`src/rtl/tff_to_jkff_bank.sv`:
```
// JK-style register bank built from T flip-flop cores.
// Each bit is a T flip-flop wrapped with conversion logic, t = (j & ~q) | (k & q),
// so that the bit behaves as a JK flip-flop.
// Optional feature macro TFF_TOGGLE_CNT_EN adds the toggle_cnt port and a
// saturating counter of individual bit toggles.

module tff #(
  parameter logic RESET_BIT = 1'b0
) (
  input  logic clk,
  input  logic rst_n,
  input  logic t,
  output logic q
);

  // T core: synchronous reset, toggles when t is high
  always_ff @(posedge clk) begin
    if (!rst_n) q <= RESET_BIT;
    else        q <= q ^ t;
  end

endmodule

module tff_to_jkff_bank #(
  parameter int               WIDTH     = 4,
  parameter logic [WIDTH-1:0] RESET_VAL = '0,
  parameter int               CNT_W     = 8
) (
  input  logic             clk,
  input  logic             rst_n,
  input  logic             cmd_valid,
  input  logic [WIDTH-1:0] j,
  input  logic [WIDTH-1:0] k,
  output logic [WIDTH-1:0] q,
  output logic             changed
`ifdef TFF_TOGGLE_CNT_EN
  ,
  output logic [CNT_W-1:0] toggle_cnt
`endif
);

  if (WIDTH < 1 || WIDTH > 32 || CNT_W < 1) begin : g_bad_param
    $error("tff_to_jkff_bank: WIDTH must be 1..32 and CNT_W at least 1");
  end

  logic [WIDTH-1:0] t;

  // JK-to-T conversion; an invalid command forces t to zero so j/k are ignored
  always_comb begin
    t = '0;
    if (cmd_valid) t = (j & ~q) | (k & q);
  end

  for (genvar i = 0; i < WIDTH; i++) begin : g_bit
    tff #(
      .RESET_BIT (RESET_VAL[i])
    ) u_tff (
      .clk   (clk),
      .rst_n (rst_n),
      .t     (t[i]),
      .q     (q[i])
    );
  end

  // One-cycle pulse whenever any bit toggled at the previous edge
  always_ff @(posedge clk) begin
    if (!rst_n) changed <= 1'b0;
    else        changed <= |t;
  end

`ifdef TFF_TOGGLE_CNT_EN
  // Sum is formed six bits wider than the counter so adding up to 32 toggles
  // can never wrap before the clamp.
  localparam int SUM_W = CNT_W + 6;

  function automatic logic [5:0] popcount(input logic [WIDTH-1:0] v);
    logic [5:0] n;
    n = '0;
    for (int b = 0; b < WIDTH; b++) n = n + 6'(v[b]);
    return n;
  endfunction

  function automatic logic [CNT_W-1:0] sat_cnt(input logic [SUM_W-1:0] s);
    if (s > SUM_W'({CNT_W{1'b1}})) return {CNT_W{1'b1}};
    else                           return s[CNT_W-1:0];
  endfunction

  logic [SUM_W-1:0] cnt_sum;

  // Widened running total before saturation
  always_comb begin
    cnt_sum = SUM_W'(toggle_cnt) + SUM_W'(popcount(t));
  end

  // Saturating toggle-event counter; t is zero on idle cycles so it holds
  always_ff @(posedge clk) begin
    if (!rst_n) toggle_cnt <= '0;
    else        toggle_cnt <= sat_cnt(cnt_sum);
  end
`endif

endmodule
```
`config.mk`:
```
export PLATFORM = sky130hd
export DESIGN_NAME = tff_to_jkff_bank
export DESIGN_NICKNAME = d
export VERILOG_FILES = /design/src/rtl/tff_to_jkff_bank.sv
export SDC_FILE = /design/constraint.sdc
export NUM_CORES = 1
export LEC_CHECK = 0
export BUFFER_PORTS_ARGS = -buffer_cell sky130_fd_sc_hd__buf_4
export CORE_AREA = 2 2 39 41
export DETAILED_ROUTE_END_ITERATION = 10
export DIE_AREA = 0 0 41 43
export HOLD_SLACK_MARGIN = 0.08
export PLACE_DENSITY_LB_ADDON = 0.08
export SETUP_SLACK_MARGIN = 0.02
export SYNTH_ARGS = -nofsm -noshare
export SYNTH_HDL_FRONTEND = slang
export SYNTH_SLANG_ARGS = --single-unit
export TNS_END_PERCENT = 20
```
`constraint.sdc`:
```
create_clock -name clk -period 1.65 [get_ports clk]
set_input_delay 0.165 -clock clk [delete_from_list [all_inputs] [get_ports clk]]
set_output_delay 0.165 -clock clk [all_outputs]
set_load 0.01 [all_outputs]
```
; ---- After elaboration in Yosys (flattened, before gate mapping)
; Cells that the tools add are included.
[totals]
in_bits = 11
elab_cells = 15
reg_bits = 5
output_inout_bits = 5
[op_classes]
n_reduce_logical = 1
n_bitwise = 8
muxes = 1
[ops]
columns = op, n
row1 = $and A4 B4 Y4, 2
row2 = $mux W4, 1
row3 = $not A4 Y4, 1
row4 = $or A4 B4 Y4, 1
row5 = $reduce_or A4 Y1, 1
row6 = $xor A1 B1 Y1, 4

; ---- Logic depth before layout (Yosys ltp)
[logic_depth]
ltp_word = 5
depth_mapped = 3
mapped_depth_nobuf = 2

; ---- Hierarchy
; Synthesis repeated with hierarchy kept, for this count alone.
[hier_totals]
cells_unflattened = 23
hier_area_um2 = 237.7
[by_module_without_submodules]
columns = mod, n_inst, seq_area_each_um2, area_each_um2, cells_per_inst
row1 = tff, 4, 20.0, 35.0, 3
row2 = tff_to_jkff_bank, 1, 20.0, 97.6, 11

; ---- Worst setup path before layout
; OpenSTA, ideal clock, no wires.
[synth_timing]
kind = reg-to-reg
startpoint = register g_bit[0].u_tff.q
endpoint = register changed
period_less_slack_ns = 0.796
t_required_ns = 1.516
path_slack_ns = 0.854
setup_time_ns = 0.134
n_path_buf = 0
arrival_time_ns = 0.662
path_stages_with_launch = 3
path_cell_list = dfxtp_1 -> mux2i_1 -> a41oi_1
[synth_via]
elab_chain_cells = 5
elab_cells_between_ends = 6
cone_classes = mux: 1 / bitwise: 4 / reduce/logical: 1
[synth_rtl]
columns = element, line_no
row1 = "start, declared", 13  ; output logic q
row2 = "start signal, assigned", 19  ; else q <= q ^ t;
row3 = $not A4 Y4, 51  ; if (cmd_valid) t = (j & ~q) | (k & q);
row4 = $and A4 B4 Y4, 51
row5 = $or A4 B4 Y4 (*), 51
row6 = $mux W4 (*), 51
row7 = $reduce_or A4 Y1 (*), 68  ; else changed <= |t;
row8 = "end signal, assigned", 68
row9 = "end, declared", 35  ; output logic changed
; Mark *: on every way between the ends. The rest lies on a longest branch, timed or not.
; A chain may end at the register's enable or synchronous reset.

; ---- Worst setup path after layout
[layout_timing]
startpoint = register g_bit[1].u_tff.q
endpoint = output port q[1]
[layout_lines]
columns = element, line_no
row1 = "start, declared", 13
row2 = "start signal, assigned", 19
row3 = "end, declared", 34  ; output logic [WIDTH-1:0] q,
; No word-level cell between the ends.

==> run summary <==
Worst-Skew Late Latency = 240 ps
Multi-input gate area = 132.6 um2
Inst Count DP = 53
Max Slew Vio Count = 0
CTS resizes = 0
largest cells by area after synthesis = dfxtp_1, mux2i_1, buf_4, a21bo_2, a21oi_2
met2 Resource Use GR = 0.1094
Register Area = 100.1 um2
status = complete, no violations
setup bufs post-CTS = 0
total track usage = 0.08350
Least-Margin Pin Slew = 210.5 ps
post-route insts no fill = 57
hold slack = 138.2 ps
Mapped Cells = 27
Ant. Diodes = 0
antenna violations before repair = 0
Worst Hold Class = in -> reg
GR Util met3 = 0.09424
Cell Chain, Critical Path = buf_4
Die Span X = 41 um
post-synthesis xor/xnor area fraction = 0
Fin Setup TNS = 0 ps
Synth area leader = dfxtp_1
Reg clk slew, reported paths = 40 ps
1st-pass router iterations = 2
setup ws final = 700.1 ps
Unique masters post-synth = 12
die area = 0.001763 mm2
WP data arrival = 780 ps
Remaining Overflow, GRT = 0
largest net degree at the start of global routing = 10
antenna-violating nets left = 0
# port buffers = 15
worst-case clock buffer depth = 2
Setup Skew = 1.463 ps
Worst Path Buf+Inv = 1
CTS tree = done
area growth from synthesis to layout = 42.34%
CTS Buf Count = 3
MaxCap Viol Count = 0
Worst EP required = 1480 ps
iteration-0 DRC count of the detailed router = 4
routability cong. = 0.6188
r2r setup slk = 780 ps
commonest non-fill, non-tap cell in the layout = buf_4
CP Class = reg -> out
global route hottest layer = met2
Mapped Area = 277.8 um2
routed len/inst = 10.40 um
simple-gate share of the synthesized area = 0.06757
sequential fraction of the synthesis area = 0.3604
Initial Util = 0.2007
layout cells sized above 1 = 0.5366
post-synthesis adder-cell area fraction = 0
CP startpoint kind = register
post-layout min period = 949.9 ps
Root Buffer = clkbuf_4
Yosys top cell area share = 0.3604
Crit path max-delay family = flip-flops
Die H = 43 um
synth warn = 0
Synth Area in Compound Gates = 0.2658
pwr/cell area = 865.5 mW/mm2
GRT met1 Usage = 0.08738
first-pass GRT wire length = 903 um
Ports = 16
Critical Path Fanout Max = 4
Design Power = 342.2 uW
main combinational cell family by area after synthesis = compound AO/OA/AOI/OAI gates
dpl ws = 774.7 ps
Rel. slew slack = 0.8587
vias in the first global route = 224
Syn Nets = 38
CP max-delay cell = dfxtp_1
# rows = 14
RSZ-0062 raised after global routing = false
Final period util = 0.5757
Max Clock Freq = 1053 MHz
residual DRC count = 0
CTS Sinks = 5
count of final setup violators = 0
hold-fix buffers at CTS = 0
Syn Area/Cell = 10.29 um2
commonest non-fill, non-tap cells in the layout = buf_4, dfxtp_1, mux2i_1
Final nets = 53
CP max stage delay = 390 ps
vias per cell = 4.404
total wire length = 593 um
Leak Pwr = 0.0001713 uW
post-synthesis mux area share = 0.1441
Final Hold Viols = 0
number of synthesized register bits = 5
H-tree Lvls = 1
DR vias = 251
Core ar. = 0.001384 mm2
Worst setup EP type = output port
# fillers = 154
Worst VDD drop = 0.0004346 V
-- state kept, by name (all words and copies together) (netlist names) --
register,count
changed,1
g_bit.u_tff.q,4
-- synth_stat cells (all sizes together) --
cell    instances
a21bo           2
a21oi           4
a311oi          2
a41oi           1
buf             5
dfxtp           5
inv             1
mux2i           4
nand2           1
nand3b          2
-- final timing paths --
kind / endpoint / cells past startpoint / from
max: q[1] / 1 / g_bit[1].u_tff.q$_SDFF_PN0_
min: g_bit[0].u_tff.q$_SDFF_PN0_ / 2 / k[0]
max reg2reg: changed$_SDFF_PN0_ / 2 / g_bit[0].u_tff.q$_SDFF_PN0_
min reg2reg: g_bit[0].u_tff.q$_SDFF_PN0_ / 2 / g_bit[0].u_tff.q$_SDFF_PN0_
-- metal layers --
metal | wire, um | vias up
met5 | 0 | -
met4 | 0 | 0
met3 | 76 | 0
met2 | 285 | 14
met1 | 231 | 112
li1 | - | 125
-- kinds of logic after synthesis --
family                 count (synthesis)
and+or+nand+nor                        3
muxes                                  4
DFF                                    5
buffers and inverters                  6
AOI/OAI and AO/OA                      9
-- layout make-up --
class	instances	area share
sequential	5	0.2532
inverter	1	0.009494
clock buffer	4	0.06646
tap	16	0.05063
timing repair buffer	15	0.2848
multi-input combinational	16	0.3354
-- power breakdown --
group	internal (uW)	leakage (uW)	total, uW	switching [uW]
Clock	91.3	0.0000150	140	48.6
Sequential	130	0.0000414	138	7.94
Combinational	39.9	0.000115	64.7	24.8
-- through the flow --
| step | instance area [um2] | util |
|---|---|---|
| 2_1_floorplan | 277.8 | - |
| 3_3_place_gp | 369.1 | 0.2667 |
| 3_5_place_dp | 369.1 | 0.2667 |
| 4_1_cts | 395.4 | 0.2857 |
| 5_1_grt | 395.4 | 0.2857 |
| 6_report | 395.4 | 0.2857 |
(Power assumes the default switching activity.)
